==> config.mk <==
export PLATFORM = sky130hd
export DESIGN_NAME = fetch_unit
export DESIGN_NICKNAME = d
export VERILOG_FILES = /design/src/rtl/fetch_unit.sv
export SDC_FILE = /design/constraint.sdc
export NUM_CORES = 1
export LEC_CHECK = 0
export CORE_MARGIN = 5
export CORE_UTILIZATION = 45
export DETAILED_ROUTE_END_ITERATION = 10
export DONT_BUFFER_PORTS = 1
export GPL_ROUTABILITY_DRIVEN = 0
export SLEW_MARGIN = 20
export SYNTH_ARGS = -nofsm -noshare
export SYNTH_HDL_FRONTEND = slang
export SYNTH_SLANG_ARGS = --single-unit
==> constraint.sdc <==
create_clock -name clk_i -period 1.9 [get_ports clk_i]
set_input_delay 0.19 -clock clk_i [delete_from_list [all_inputs] [get_ports clk_i]]
set_output_delay 0.19 -clock clk_i [all_outputs]
set_load 0.01 [all_outputs]
==> src/rtl/fetch_unit.sv <==
// fetch_unit: KLP32 instruction fetch, PC plus single-outstanding imem request/response handshake.
// Optional FETCH_MISALIGN_TRAP_EN: a misaligned redirect sets misalign_o and halts fetch until reset.
module fetch_unit #(
  parameter int n = 32,
  parameter logic [n-1:0] RESET_PC = '0
) (
  input  logic         clk_i,
  input  logic         rst_ni,
  input  logic         pc_sel_i,
  input  logic [n-1:0] alu_target_i,
  input  logic         instr_ready_i,
  output logic [n-1:0] instr_o,
  output logic         instr_valid_o,
  output logic [n-1:0] pc_o,
  output logic [n-1:0] pc_plus4_o,
  output logic         imem_req_o,
  output logic [n-1:0] imem_addr_o,
  input  logic         imem_ready_i,
  input  logic         imem_rvalid_i,
  input  logic [n-1:0] imem_rdata_i,
  output logic         misalign_o
);
  typedef enum logic [2:0] {IDLE, REQ, WAIT, HOLD, HALT} state_t;
  localparam logic [n-1:0] NOP = n'(32'h0000_0013);
  state_t       state_q;
  logic [n-1:0] fetch_pc_q, pc_q, instr_q, target_d, next_pc_d;
  logic         valid_q, req_q, misalign_q, trap_d;
`ifdef FETCH_MISALIGN_TRAP_EN
  assign target_d = alu_target_i;
  assign trap_d   = pc_sel_i && (alu_target_i[1:0] != 2'b00);
`else
  logic unused_lsb;
  assign unused_lsb = ^alu_target_i[1:0];
  assign target_d   = {alu_target_i[n-1:2], 2'b00};
  assign trap_d     = 1'b0;
`endif
  assign next_pc_d     = pc_sel_i ? target_d : pc_q + n'(4);
  assign instr_o       = instr_q;
  assign instr_valid_o = valid_q;
  assign pc_o          = pc_q;
  assign pc_plus4_o    = pc_q + n'(4);
  assign imem_req_o    = req_q;
  assign imem_addr_o   = fetch_pc_q;
  assign misalign_o    = misalign_q;
  always_ff @(posedge clk_i) begin
    if (!rst_ni) begin
      state_q    <= IDLE;
      fetch_pc_q <= RESET_PC;
      pc_q       <= RESET_PC;
      instr_q    <= NOP;
      valid_q    <= 1'b0;
      req_q      <= 1'b0;
      misalign_q <= 1'b0;
    end else begin
      case (state_q)
        IDLE: begin
          state_q <= REQ;
          req_q   <= 1'b1;
        end
        REQ: if (imem_ready_i) begin
          state_q <= WAIT;
          req_q   <= 1'b0;
        end
        WAIT: if (imem_rvalid_i) begin
          state_q <= HOLD;
          instr_q <= imem_rdata_i;
          pc_q    <= fetch_pc_q;
          valid_q <= 1'b1;
        end
        HOLD: if (instr_ready_i) begin
          valid_q <= 1'b0;
          if (trap_d) begin
            state_q    <= HALT;
            misalign_q <= 1'b1;
          end else begin
            state_q    <= REQ;
            req_q      <= 1'b1;
            fetch_pc_q <= next_pc_d;
          end
        end
        default: ;
      endcase
    end
  end
endmodule

==> flow_summary.html <==
<table>
<tr><th>Metric</th><th>Value</th></tr>
<tr><th colspan="2">Final layout</th></tr>
<tr><td>Area overhead of the layout relative to synthesis</td><td>41.4%</td></tr>
<tr><td>Share of cells above drive strength 1</td><td>28.0%</td></tr>
<tr><td>Most frequent standard cell in the layout excluding fill and tap cells</td><td>nand2_1</td></tr>
<tr><td>Highest-count cells in the layout ignoring fill and taps</td><td>168 x nand2_1, 87 x a21oi_1, 81 x buf_4</td></tr>
<tr><td>Number of antenna cells inserted</td><td>0</td></tr>
<tr><td>Non-filler instance count after layout</td><td>822</td></tr>
<tr><td>Fill cell count</td><td>811</td></tr>
<tr><td>Total number of nets in the final design</td><td>759</td></tr>
<tr><th colspan="2">Setup path</th></tr>
<tr><td>Data required, critical path</td><td>1.71 ns</td></tr>
<tr><td>Startpoint Class</td><td>register</td></tr>
<tr><td>CP Capture Type</td><td>output pin</td></tr>
<tr><td>Cells on worst reg2reg path</td><td>7</td></tr>
<tr><td>CP max FO</td><td>8</td></tr>
<tr><td>Arrival time of data at the critical path endpoint</td><td>1.87 ns</td></tr>
<tr><td>Type of the worst setup path</td><td>reg -&gt; out</td></tr>
<tr><th colspan="2">Timing</th></tr>
<tr><td>Worst Setup Slack, final</td><td>-0.156 ns</td></tr>
<tr><td>Max-slew headroom</td><td>50.3%</td></tr>
<tr><td>Final clock skew</td><td>0.0132 ns</td></tr>
<tr><td>Min cycle time layout</td><td>2.06 ns</td></tr>
<tr><td>Actual slew at the worst max-slew pin</td><td>0.743 ns</td></tr>
<tr><td>Total count of max-transition violations in the final report</td><td>0</td></tr>
<tr><td>Setup repair after global routing missed its margin</td><td>true</td></tr>
<tr><td>Final setup violation count</td><td>19</td></tr>
<tr><td>Peak clock frequency supported by timing</td><td>0.486 GHz</td></tr>
<tr><td>Final Hold Violating Endpoints</td><td>0</td></tr>
<tr><td>Post-route setup TNS</td><td>-1.85 ns</td></tr>
<tr><td>Period Utilization, post-route</td><td>108%</td></tr>
<tr><th colspan="2">Placement</th></tr>
<tr><td>Cell total after placement</td><td>740</td></tr>
<tr><td>Dpl hpwl</td><td>9740 um</td></tr>
<tr><td>Buffers added on ports</td><td>0</td></tr>
<tr><th colspan="2">Detailed routing</th></tr>
<tr><td>Per-cell via count in the routed design</td><td>5.58</td></tr>
<tr><td>Number of violations reported at the end of detailed-routing iteration 0</td><td>345</td></tr>
<tr><td>DR DRC count</td><td>0</td></tr>
<tr><td>Antenna Nets Post-Route</td><td>0</td></tr>
<tr><td>Drt total wl</td><td>15600 um</td></tr>
<tr><td>Wire length per cell after detailed routing</td><td>19.0 um</td></tr>
<tr><td>DR vias</td><td>4583</td></tr>
<tr><td>DRT Pass-1 Iters</td><td>5</td></tr>
<tr><th colspan="2">Clock tree</th></tr>
<tr><td>Buffer type at the clock tree root</td><td>clkbuf_8</td></tr>
<tr><td>Depth of the CTS H-tree</td><td>3</td></tr>
<tr><td>Reg clk slew, reported paths</td><td>0.10 ns</td></tr>
<tr><td>Source-to-sink clock delay at the later pin of the worst-skew pair</td><td>0.36 ns</td></tr>
<tr><td>TritonCTS clock tree</td><td>built</td></tr>
<tr><td>Count of clock tree sinks</td><td>100</td></tr>
<tr><td>Number of clock buffers inserted by TritonCTS</td><td>9</td></tr>
<tr><td>Maximum buffer depth of the clock tree</td><td>2</td></tr>
<tr><th colspan="2">Pwr</th></tr>
<tr><td>Internal Power</td><td>0.00330 W</td></tr>
<tr><td>Maximum VDD drop</td><td>507 uV</td></tr>
<tr><td>Leakage</td><td>2.61 nW</td></tr>
<tr><td>Clock network power share</td><td>32.9%</td></tr>
<tr><td>Switching component of the power</td><td>0.00136 W</td></tr>
<tr><td>Share of total power in sequential cells</td><td>52.0%</td></tr>
<tr><td>Total power divided by cell area</td><td>730 mW/mm^2</td></tr>
<tr><td>Switching share of total power</td><td>29.2%</td></tr>
<tr><td>Logic gate share of total power</td><td>15.1%</td></tr>
<tr><th colspan="2">Die</th></tr>
<tr><td>Vertical die dimension</td><td>110 um</td></tr>
<tr><td>Area enclosed by the die boundary</td><td>0.0122 mm^2</td></tr>
<tr><td>DIE WIDTH</td><td>110 um</td></tr>
<tr><td>Starting utilization of the core area</td><td>46.2%</td></tr>
<tr><td>Number of rows in the core area</td><td>36</td></tr>
<tr><td>IO Count</td><td>201</td></tr>
<tr><td>Core ar.</td><td>0.00977 mm^2</td></tr>
<tr><th colspan="2">Status</th></tr>
<tr><td>Failing checks</td><td>setup timing</td></tr>
<tr><td>Outcome</td><td>finished, violations left</td></tr>
<tr><th colspan="2">Global routing</th></tr>
<tr><td>Via count of the first global-routing pass</td><td>4267</td></tr>
<tr><td>Global-route wire length before repair</td><td>22100 um</td></tr>
<tr><td>Total global routing overflow</td><td>0</td></tr>
<tr><td>Total GRT Usage</td><td>23.3%</td></tr>
<tr><td>Largest net degree at the start of global routing</td><td>55</td></tr>
<tr><td>Initial antenna violation count</td><td>0</td></tr>
<tr><th colspan="2">Min path</th></tr>
<tr><td>Hold Path Stages</td><td>2</td></tr>
<tr><td>Hold crit path type</td><td>in -&gt; reg</td></tr>
<tr><th colspan="2">Yosys</th></tr>
<tr><td>Synthesized Nets</td><td>661</td></tr>
<tr><td>Part of the Yosys area used for sequential elements</td><td>44.3%</td></tr>
<tr><td>Post-synthesis cell type count</td><td>41</td></tr>
<tr><td>Netlist Area Pre-Place</td><td>0.00452 mm^2</td></tr>
<tr><td>Total of warnings raised by yosys</td><td>0</td></tr>
<tr><td>Total of flip-flops plus latches after synthesis</td><td>100</td></tr>
<tr><td>Gate count of the mapped netlist</td><td>586</td></tr>
<tr><td>Average size of a mapped cell</td><td>7.71 um^2</td></tr>
<tr><th colspan="2">Job</th></tr>
<tr><td>Max-capacitance violation count</td><td>0</td></tr>
</table>
==> area by class of cell <==
cell class / instances / area (um^2) / area share, %
Tap cell: 133 / 166 / 2.60
Timing Repair Buffer: 132 / 1170 / 18.3
Clock buffer: 11 / 141 / 2.21
Multi-Input combinational cell: 430 / 2750 / 43.0
Clock inverter: 5 / 85.1 / 1.33
Inverter: 11 / 41.3 / 0.646
Sequential cell: 100 / 2040 / 31.9
==> worst paths after layout <==
check / slack (ns) / end / from
worst min register to register: 0.51 / instr_o[22] / instr_o[22]
worst max-delay path: -0.16 / pc_plus4_o[21] / pc_o[16]
worst max register to register: 0.11 / imem_addr_o[22] / pc_o[16]
worst min-delay path: 0.01 / imem_addr_o[15] / alu_target_i[15]
==> layer usage <==
| metal | wire (um) | vias up | track usage [%] |
|---|---|---|---|
| li1 | - | 2172 | - |
| met1 | 5940 | 2191 | 27.5 |
| met2 | 7950 | 196 | 40.8 |
| met3 | 1460 | 24 | 6.46 |
| met4 | 242 | 0 | 7.39 |
| met5 | 0 | - | 0 |
==> critical path, stage by stage (launching register included) <==
cell and delay, ns:
dfxtp_2 0.34, and4_4 0.27, and4_4 0.33, nand4_1 0.17
xnor2_2 0.23, buf_4 0.16
==> power by group through the flow <==
stage | Sequential [W] | Combinational [W] | Clock [W]
2_1_floorplan | 0.00244 | 0.000448 | 0
5_1_grt | 0.00245 | 0.000785 | 0.00165
3_3_place_gp | 0.00247 | 0.000599 | 0
6_report | 0.00243 | 0.000705 | 0.00153
3_5_place_dp | 0.00248 | 0.000620 | 0
4_1_cts | 0.00243 | 0.000694 | 0.00156
==> logic make-up (layout without fill, tap and decap cells) <==
kind of cell	after synthesis	count (layout)	synth area share (%)
and+or+nand+nor	268	269	27.6
AOI/OAI and AO/OA	127	127	16.0
DFF	100	100	44.3
buffers and inverters	57	159	5.15
xor gates and xnor gates	27	27	5.23
adders and majority gates	5	5	1.38
other	1	1	0.0830
muxes	1	1	0.221
==> timing repair <==
action	4_1_cts	5_1_grt
gates resized for setup	56	56
pin swaps	25	30
buffers inserted	11	18
endpoints found under the hold margin	51	1
gates cloned	1	1
hold buffers	36	1
endpoints found under the setup margin	26	25
==> synth_stat cells <==
| cell type | number | area [um^2] |
|---|---|---|
| nor4_1 | 7 | 43.8 |
| a31o_1 | 12 | 105 |
| a211oi_1 | 3 | 22.5 |
| a311oi_1 | 1 | 8.76 |
| inv_1 | 11 | 41.3 |
| mux2i_1 | 1 | 10.0 |
| nor3_1 | 8 | 40.0 |
| and4_1 | 2 | 17.5 |
| buf_2 | 3 | 15.0 |
| nand2_1 | 173 | 649 |
| nor2_1 | 7 | 26.3 |
| nand2b_1 | 6 | 37.5 |
| a31oi_1 | 6 | 37.5 |
| or3_1 | 1 | 6.26 |
| or2_4 | 1 | 8.76 |
| nand3b_1 | 4 | 30.0 |
| and2_1 | 3 | 18.8 |
| nor2b_1 | 1 | 6.26 |
| ha_1 | 5 | 62.6 |
| dfxtp_1 | 100 | 2000 |
| a21oi_1 | 87 | 435 |
| a31o_2 | 2 | 17.5 |
| xor2_1 | 12 | 105 |
| or4b_1 | 1 | 10.0 |
| nand3_2 | 1 | 10.0 |
| xnor2_1 | 15 | 131 |
| nand4_1 | 4 | 25.0 |
| o21bai_1 | 1 | 7.51 |
| clkbuf_1 | 37 | 139 |
| and4_4 | 1 | 11.3 |
| o211ai_1 | 4 | 30.0 |
| o31ai_1 | 2 | 15.0 |
| and3_1 | 2 | 12.5 |
| conb_1 | 1 | 3.75 |
| buf_1 | 2 | 7.51 |
| nor4_2 | 3 | 37.5 |
| nand3_1 | 38 | 190 |
| nand3_4 | 1 | 17.5 |
| buf_4 | 4 | 30.0 |
| nand4_2 | 4 | 50.1 |
| o21ai_0 | 9 | 45.0 |
==> per-stage QoR <==
| step | util, % | total power, W | hold slack (ns) | instance area (um^2) | setup slack [ns] |
|---|---|---|---|---|---|
| global placement | 51.7 | 0.00307 | 0.267 | 5050 | 0.105 |
| floorplan | - | 0.00289 | 0.314 | 4520 | 0.150 |
| CTS | 61.0 | 0.00469 | 0.00122 | 5960 | -0.148 |
| detailed placement | 51.7 | 0.00310 | 0.270 | 5050 | 0.0767 |
| finish | 65.4 | 0.00467 | 0.0139 | 6390 | -0.156 |
| global route | 65.4 | 0.00488 | 0.0102 | 6390 | -0.260 |
==> registers in the layout (all words and copies together) (netlist names) <==
register / flops
imem_addr_o: 32
state_q: 2
instr_valid_o: 1
pc_o: 32
instr_o: 32
imem_req_o: 1
(Power assumes the default switching activity.)
